--- config.mk ---
export PLATFORM = sky130hd
export DESIGN_NAME = fetch_unit
export DESIGN_NICKNAME = d
export VERILOG_FILES = /design/src/rtl/fetch_unit.sv
export SDC_FILE = /design/constraint.sdc
export NUM_CORES = 1
export LEC_CHECK = 0
export ABC_AREA = 1
export BUFFER_PORTS_ARGS = -buffer_cell sky130_fd_sc_hd__buf_2
export CAP_MARGIN = 20
export CORE_MARGIN = 5
export CORE_UTILIZATION = 36
export DETAILED_ROUTE_END_ITERATION = 7
export GPL_TIMING_DRIVEN = 1
export HOLD_SLACK_MARGIN = 0.05
export PLACE_DENSITY = 0.6
export SYNTH_ARGS = -nofsm -noshare
export SYNTH_HDL_FRONTEND = slang
export SYNTH_SLANG_ARGS = --single-unit
--- constraint.sdc ---
create_clock -name clk -period 1.8 [get_ports clk]
set_input_delay 0.18 -clock clk [delete_from_list [all_inputs] [get_ports clk]]
set_output_delay 0.18 -clock clk [all_outputs]
set_load 0.02 [all_outputs]
--- src/rtl/fetch_unit.sv ---
// fetch_unit: assembles a 32-bit big-endian instruction from four
// sequential byte reads on the flash read port.
module fetch_unit #(
  parameter int ADDR_W   = 24,
  parameter int READ_LAT = 3
) (
  input  logic              clk,
  input  logic              reset,
  input  logic              fetch_req,
  input  logic [ADDR_W-1:0] fetch_addr,
  input  logic              flush,
  output logic              ready,
  output logic              instr_valid,
  output logic [31:0]       instruction,
  output logic [ADDR_W-1:0] instr_addr,
  output logic              fault,
  output logic              flash_re,
  output logic [ADDR_W-1:0] flash_addr,
  input  logic [7:0]        flash_out
);

  typedef enum logic {IDLE, READ} state_t;

  state_t            state_q, state_d;
  logic [1:0]        idx_q, idx_d;
  logic [3:0]        cnt_q, cnt_d;
  logic [23:0]       asm_q, asm_d;
  logic [ADDR_W-1:0] base_q, base_d;
  logic [31:0]       instr_d;
  logic [ADDR_W-1:0] iaddr_d;
  logic              valid_d;
  logic              fault_d;
  logic              re_d;
  logic [ADDR_W-1:0] faddr_d;
  logic              capture;

  assign capture = (cnt_q == 4'(READ_LAT - 1));
  assign ready   = (state_q == IDLE);

  always_comb begin
    state_d = state_q;
    idx_d   = idx_q;
    cnt_d   = cnt_q;
    asm_d   = asm_q;
    base_d  = base_q;
    instr_d = instruction;
    iaddr_d = instr_addr;
    valid_d = 1'b0;
    fault_d = 1'b0;
    re_d    = flash_re;
    faddr_d = flash_addr;
    unique case (state_q)
      IDLE: begin
        // flush wins over a coincident request
        if (fetch_req && !flush) begin
          if (fetch_addr[1:0] != 2'b00) begin
            fault_d = 1'b1;
          end else begin
            base_d  = fetch_addr;
            faddr_d = fetch_addr;
            re_d    = 1'b1;
            idx_d   = 2'd0;
            cnt_d   = 4'd0;
            state_d = READ;
          end
        end
      end
      READ: begin
        if (flush) begin
          state_d = IDLE;
          re_d    = 1'b0;
        end else if (!capture) begin
          cnt_d = cnt_q + 4'd1;
        end else begin
          cnt_d = 4'd0;
          if (idx_q == 2'd3) begin
            instr_d = {asm_q, flash_out};
            iaddr_d = base_q;
            valid_d = 1'b1;
            re_d    = 1'b0;
            state_d = IDLE;
          end else begin
            asm_d   = {asm_q[15:0], flash_out};
            faddr_d = flash_addr + ADDR_W'(1);
            idx_d   = idx_q + 2'd1;
          end
        end
      end
      default: state_d = IDLE;
    endcase
  end

  always_ff @(posedge clk or negedge reset) begin
    if (!reset) begin
      state_q     <= IDLE;
      idx_q       <= '0;
      cnt_q       <= '0;
      asm_q       <= '0;
      base_q      <= '0;
      instruction <= '0;
      instr_addr  <= '0;
      instr_valid <= 1'b0;
      fault       <= 1'b0;
      flash_re    <= 1'b0;
      flash_addr  <= '0;
    end else begin
      state_q     <= state_d;
      idx_q       <= idx_d;
      cnt_q       <= cnt_d;
      asm_q       <= asm_d;
      base_q      <= base_d;
      instruction <= instr_d;
      instr_addr  <= iaddr_d;
      instr_valid <= valid_d;
      fault       <= fault_d;
      flash_re    <= re_d;
      flash_addr  <= faddr_d;
    end
  end

endmodule

# After elaboration in Yosys (flattened, before gate mapping)
# Cells that the tools add are included.
# totals
ram_bits	0
romBits	0
latch_bits	0
in_bits	36
out_inout_bits	84
reg_bits	138
mem_count	0
# classes
n_mul	0
n_eq_ne	9
div_mod_pow	0
bitwise	4
order_cmp	0
add_sub_neg	3
shifts	0
mux	36
n_reduce_logical	9
# op_table
cell	count
two-way mux 24 bit	5
one-hot mux 24 bit (2 select lines)	1
adder 24 x 1 -> 24 bit (second input constant)	1
two-way mux 1 bit	17
two-way mux 4 bit	4
AND reduction 4 bit	3
two-way mux 2 bit	5
one-hot mux 4 bit (2 select lines)	1
inequality test 2 bit (second input constant)	3
inequality test 3 x 2 -> 1 bit (second input constant)	2
AND reduction 3 bit	2
AND reduction 5 bit	1
adder 4 x 1 -> 4 bit (second input constant)	1
equality test 4 x 2 -> 1 bit (second input constant)	1
inequality test 2 x 1 -> 1 bit (second input constant)	2
NOT 1 bit	4
one-hot mux 1 bit (2 select lines)	2
one-hot mux 2 bit (2 select lines)	1
adder 2 x 1 -> 2 bit (second input constant)	1
equality test 2 bit (second input constant)	1
nonzero test 2 bit	1
logical AND 1 bit	1
zero test 1 bit	1

# Depth between registers and ports, before layout
# logic_depth
word_depth	5
depth_mapped	12
ltp_nobuf	10

# Least setup slack after synthesis
# OpenSTA, ideal clock, no wires.
# synth_path
path_kind	flip-flop to flip-flop
startpoint	reg flash_addr[0]
endpoint	reg flash_addr[18]
setup_time_ps	117
period_less_slack_ps	1673
stages_incl_launch_ff	11
setup_slack_ps	127
path_buffers	0
arrival_time_ps	1557
path_cell_list	dfrtp_1 ha_1 nand2_1 nor2_1 nand2_1 nor2_1 nand2_1 nand2_1 nand3_1 nand2_1 nand2_1
# synth_between
elab_chain_len	5
# synth_rtl
item	line	rtl
start, declared	18	output logic [ADDR_W-1:0] flash_addr,
start signal, assigned	117	flash_addr <= faddr_d;
adder 24 x 1 -> 24 bit	84	faddr_d = flash_addr + ADDR_W'(1);
two-way mux 24 bit	76	if (idx_q == 2'd3) begin
two-way mux 24 bit	72	end else if (!capture) begin
two-way mux 24 bit	69	if (flush) begin
one-hot mux 24 bit (2 select lines)	52	unique case (state_q)
# No other way between the ends. The select of a mux whose other input is x is not followed.
# A chain may end at the register's enable or synchronous reset.

# Worst setup path after layout
# layout_path
startpoint	reg flash_addr[0]
endpoint	reg flash_addr[10]
# Same word-level chain as after synthesis.

==> results.yml <==
status:
  status: "finished clean"
logic_synthesis:
  synth_seq_cells: 138
  synthSimpleGateAreaFrac_pct: 22.8
  postSynthAreaPerCell_sq_um: 8.23
  synth-xor-area-share_pct: 0.716
  syn_inst: 744
  synth_seq_area_share_pct: 56.4
  synthMuxAreaShare_pct: 0
  synth_area_sq_um: 6120
  yosysTopAreaCell: "dfrtp_1"
  synth-compound-area-share_pct: 11.1
  yosysWarningCount: 0
  synth_cell_type_count: 33
  synthTopCellsByArea: "dfrtp_1 (56%), nand2_1 (15%), o21ai_0 (8.1%)"
  synth.top_cell.area_share_pct: 56.4
  yosys.area_share.adder_pct: 0.818
  synth_top_family_by_area: "simple AND/OR/NAND/NOR gates"
  synth_fp_nets: 784
setup_path:
  critical-path-top-delay-family: "simple AND/OR/NAND/NOR gates"
  cp-start-kind: "register"
  crit_chain: "ha_1 > nand2_1 > nor2_2 > nand2_2 > buf_4 > inv_1 > nand4_1 > a21oi_1 > nor2_1"
  critPathBufInv: 2
  max_stage_delay_ns: 0.43
  cp_slowest_cell: "dfrtp_1"
  cp_max_fo: 6
  criticalPathCategory: "register to register"
  crit_path_end_kind: "register"
  required_ns: 2.11
  arrival_ns: 1.95
sta:
  finalClockSkew_ns: 0.0102
  rsz0062_at_grt: "no"
  hold_viol: 0
  slew_violations: 0
  setup_violations: 0
  maxSlewHeadroom_pct: 74.3
  finalSetupTns_ns: 0
  fmaxAchievable_mhz: 610
  worst_slew_pin_slew_ns: 0.386
  period_minus_slack_ns: 1.64
  period_share_pct: 91.1
floorplan:
  rows: 47
  pin_count: 120
  dieArea_sq_um: 19700
  fp.dieH_um: 140
  initial_utilization_pct: 36.8
  die_w_um: 140
  core_area_sq_um: 16600
global_routing:
  grt_overflow: 0
  grt_pass1_wl_mm: 26.2
  grt_usage_pct: 16.7
  grt_max_degree: 50
  antenna_found_initial: 0
  grt_pass1_vias: 5065
clock_network:
  post_cts_buffers: 0
  clk_pin_slew_ns: 0.06
  cts_tree: "yes"
  cts-root-buf: "clkbuf_16"
  cts_buffer_depth: 2
  cts_buffers: 17
  htree_levels: 4
  cts.sinks: 138
  clkLatencyLatePin_ns: 0.41
hold_path:
  hold_class: "primary input to register"
place:
  gp_congestion: 0.859
  hpwlAfterDp_mm: 11.3
  numPortBuffers: 119
drt:
  drt_pass1_iterations: 5
  via_per_inst: 4.59
  detail_route.wl_per_cell_um: 14.0
  postRouteAntennaNets: 0
  vias: 5220
  drt-initial-drc-count: 241
  totalWireLength_mm: 16.0
  drc: 0
power:
  total_power_mw: 8.88
  power.density_nw_per_um2: 1110
  power_leakage_nw: 4.10
  ir_drop_mv: 0.650
run:
  cap_violations: 0
cells_and_area:
  layout-drive-gt1-share_pct: 21.2
  fin_util_pct: 48.1
  syn_to_final_growth_pct: 30.9
  fill_cells: 1650
  final_nets: 945
  antenna-diode-count: 0
[through the flow]
step | worst slack, ns | std cells | hold WS, ns | cell area, sq um
after floorplan | 0.127 | 744 | -0.116 | 6120
after global placement | 0.127 | 1074 | 0.121 | 7070
after detailed placement | 0.0712 | 1074 | 0.118 | 7070
after CTS | 0.0621 | 1138 | 0.0517 | 7980
final | 0.161 | 1138 | 0.0616 | 8010
after global routing | 0.0135 | 1138 | 0.0780 | 8010
[layout make-up]
cell class	instances	area [sq um]	share of cell area, %
repair buffers	174	1150	14.4
clock inverters	12	149	1.86
flip-flops and latches	138	3450	43.1
well taps	220	275	3.44
inverters	87	329	4.11
multi-input cells	487	2210	27.5
clock buffers	20	447	5.57
[worst paths after layout]
path / to / slack [ns] / cells after the start / startpoint
max: flash_addr[10]$_DFFE_PN0P_ / 0.16 / 9 / flash_addr[0]$_DFFE_PN0P_
min in group asynchronous: instruction[13]$_DFFE_PN0P_ / 0.25 / 2 / reset
max reg2reg: flash_addr[10]$_DFFE_PN0P_ / 0.16 / 9 / flash_addr[0]$_DFFE_PN0P_
max in group asynchronous: base_q[4]$_DFFE_PN0P_ / 0.98 / 3 / reset
min: instruction[7]$_DFFE_PN0P_ / 0.06 / 3 / flash_out[7]
min reg2reg: instruction[31]$_DFFE_PN0P_ / 0.46 / 2 / asm_q[23]$_DFFE_PN0P_
[worst register-to-register path, delay by kind of cell (launching register included)]
| family | cells | cell delay, ns |
|---|---|---|
| AOI/OAI and AO/OA | 1 | 0.14 |
| and+or+nand+nor | 5 | 0.46 |
| buffers and inverters | 2 | 0.27 |
| adders and majority gates | 1 | 0.22 |
| DFF | 1 | 0.43 |
[cells in the mapped netlist]
cell type and count:
clkinv_1 1, or2_2 2, buf_2 14, nor4_1 1, clkbuf_1 12, dfrtp_1 138
ha_1 4, xnor2_1 3, nand3b_1 3, xor2_1 2, o21ai_0 99, nor2_1 63
nor3_1 1, o21ai_2 5, nand2_1 243, clkbuf_2 1, a31oi_1 1, o211ai_1 2
buf_6 3, nor2_4 1, a21oi_1 8, nand2_4 2, o21ai_1 15, and2_1 1
inv_4 1, inv_2 3, and3_1 1, nand3_1 24, buf_4 2, inv_1 82
o22ai_1 1, nand2_2 1, nand4_1 4
[power breakdown]
part / switching [mW] / total [mW] / internal [mW]
clock network: 1.30 / 3.51 / 2.20
logic: 0.951 / 1.51 / 0.556
registers: 0.369 / 3.87 / 3.50
[routing by layer]
layer	share of wire [%]	wire length, um	GRT usage (%)	up-vias
met1	47	7500	22.6	2428
met3	4.8	767	3.92	13
met5	0	0	0	-
met4	1.2	186	5.76	0
li1	-	-	-	2653
met2	47	7520	26.6	126
[cells in the final DEF, fill, tap and decap left out, types with 2 or more instances in the layout]
master / instances
nand2_1: 242
dfrtp_1: 138
buf_2: 118
o21ai_0: 99
inv_1: 82
nor2_1: 59
dlygate4sd3_1: 32
nand3_1: 22
clkbuf_16: 17
buf_4: 17
o21ai_1: 14
a21oi_1: 8
o21ai_2: 6
nand4_1: 4
ha_1: 4
clkinv_2: 4
clkinvlp_4: 4
buf_12: 4
nor2_2: 3
inv_2: 3
xnor2_1: 3
nand3b_1: 3
bufinv_16: 3
buf_6: 3
nor2_4: 2
or2_2: 2
nand2_4: 2
o211ai_1: 2
nand2_2: 2
xor2_1: 2
clkbuf_1: 2
[logic make-up after synthesis]
logic type,count (synthesis)
AO/OA/AOI/OAI,131
XOR/XNOR,5
adder cells (fa/ha/maj),4
buffers and inverters,119
flip-flops,138
AND/OR/NAND/NOR,347
[repair_timing]
action | CTS | global route
hold buffers | 32 | 0
gates resized for setup | 0 | 9
endpoints found under the setup margin | 0 | 27
endpoints found under the hold margin | 155 | 0
[flip-flops by register name, summed over array words and instances, names as in the netlist]
signal	cells
asm_q	24
base_q	24
cnt_q	4
fault	1
flash_addr	24
flash_re	1
idx_q	2
instr_addr	24
instr_valid	1
instruction	32
state_q	1
Note: power is estimated with default switching activity, not from simulation.
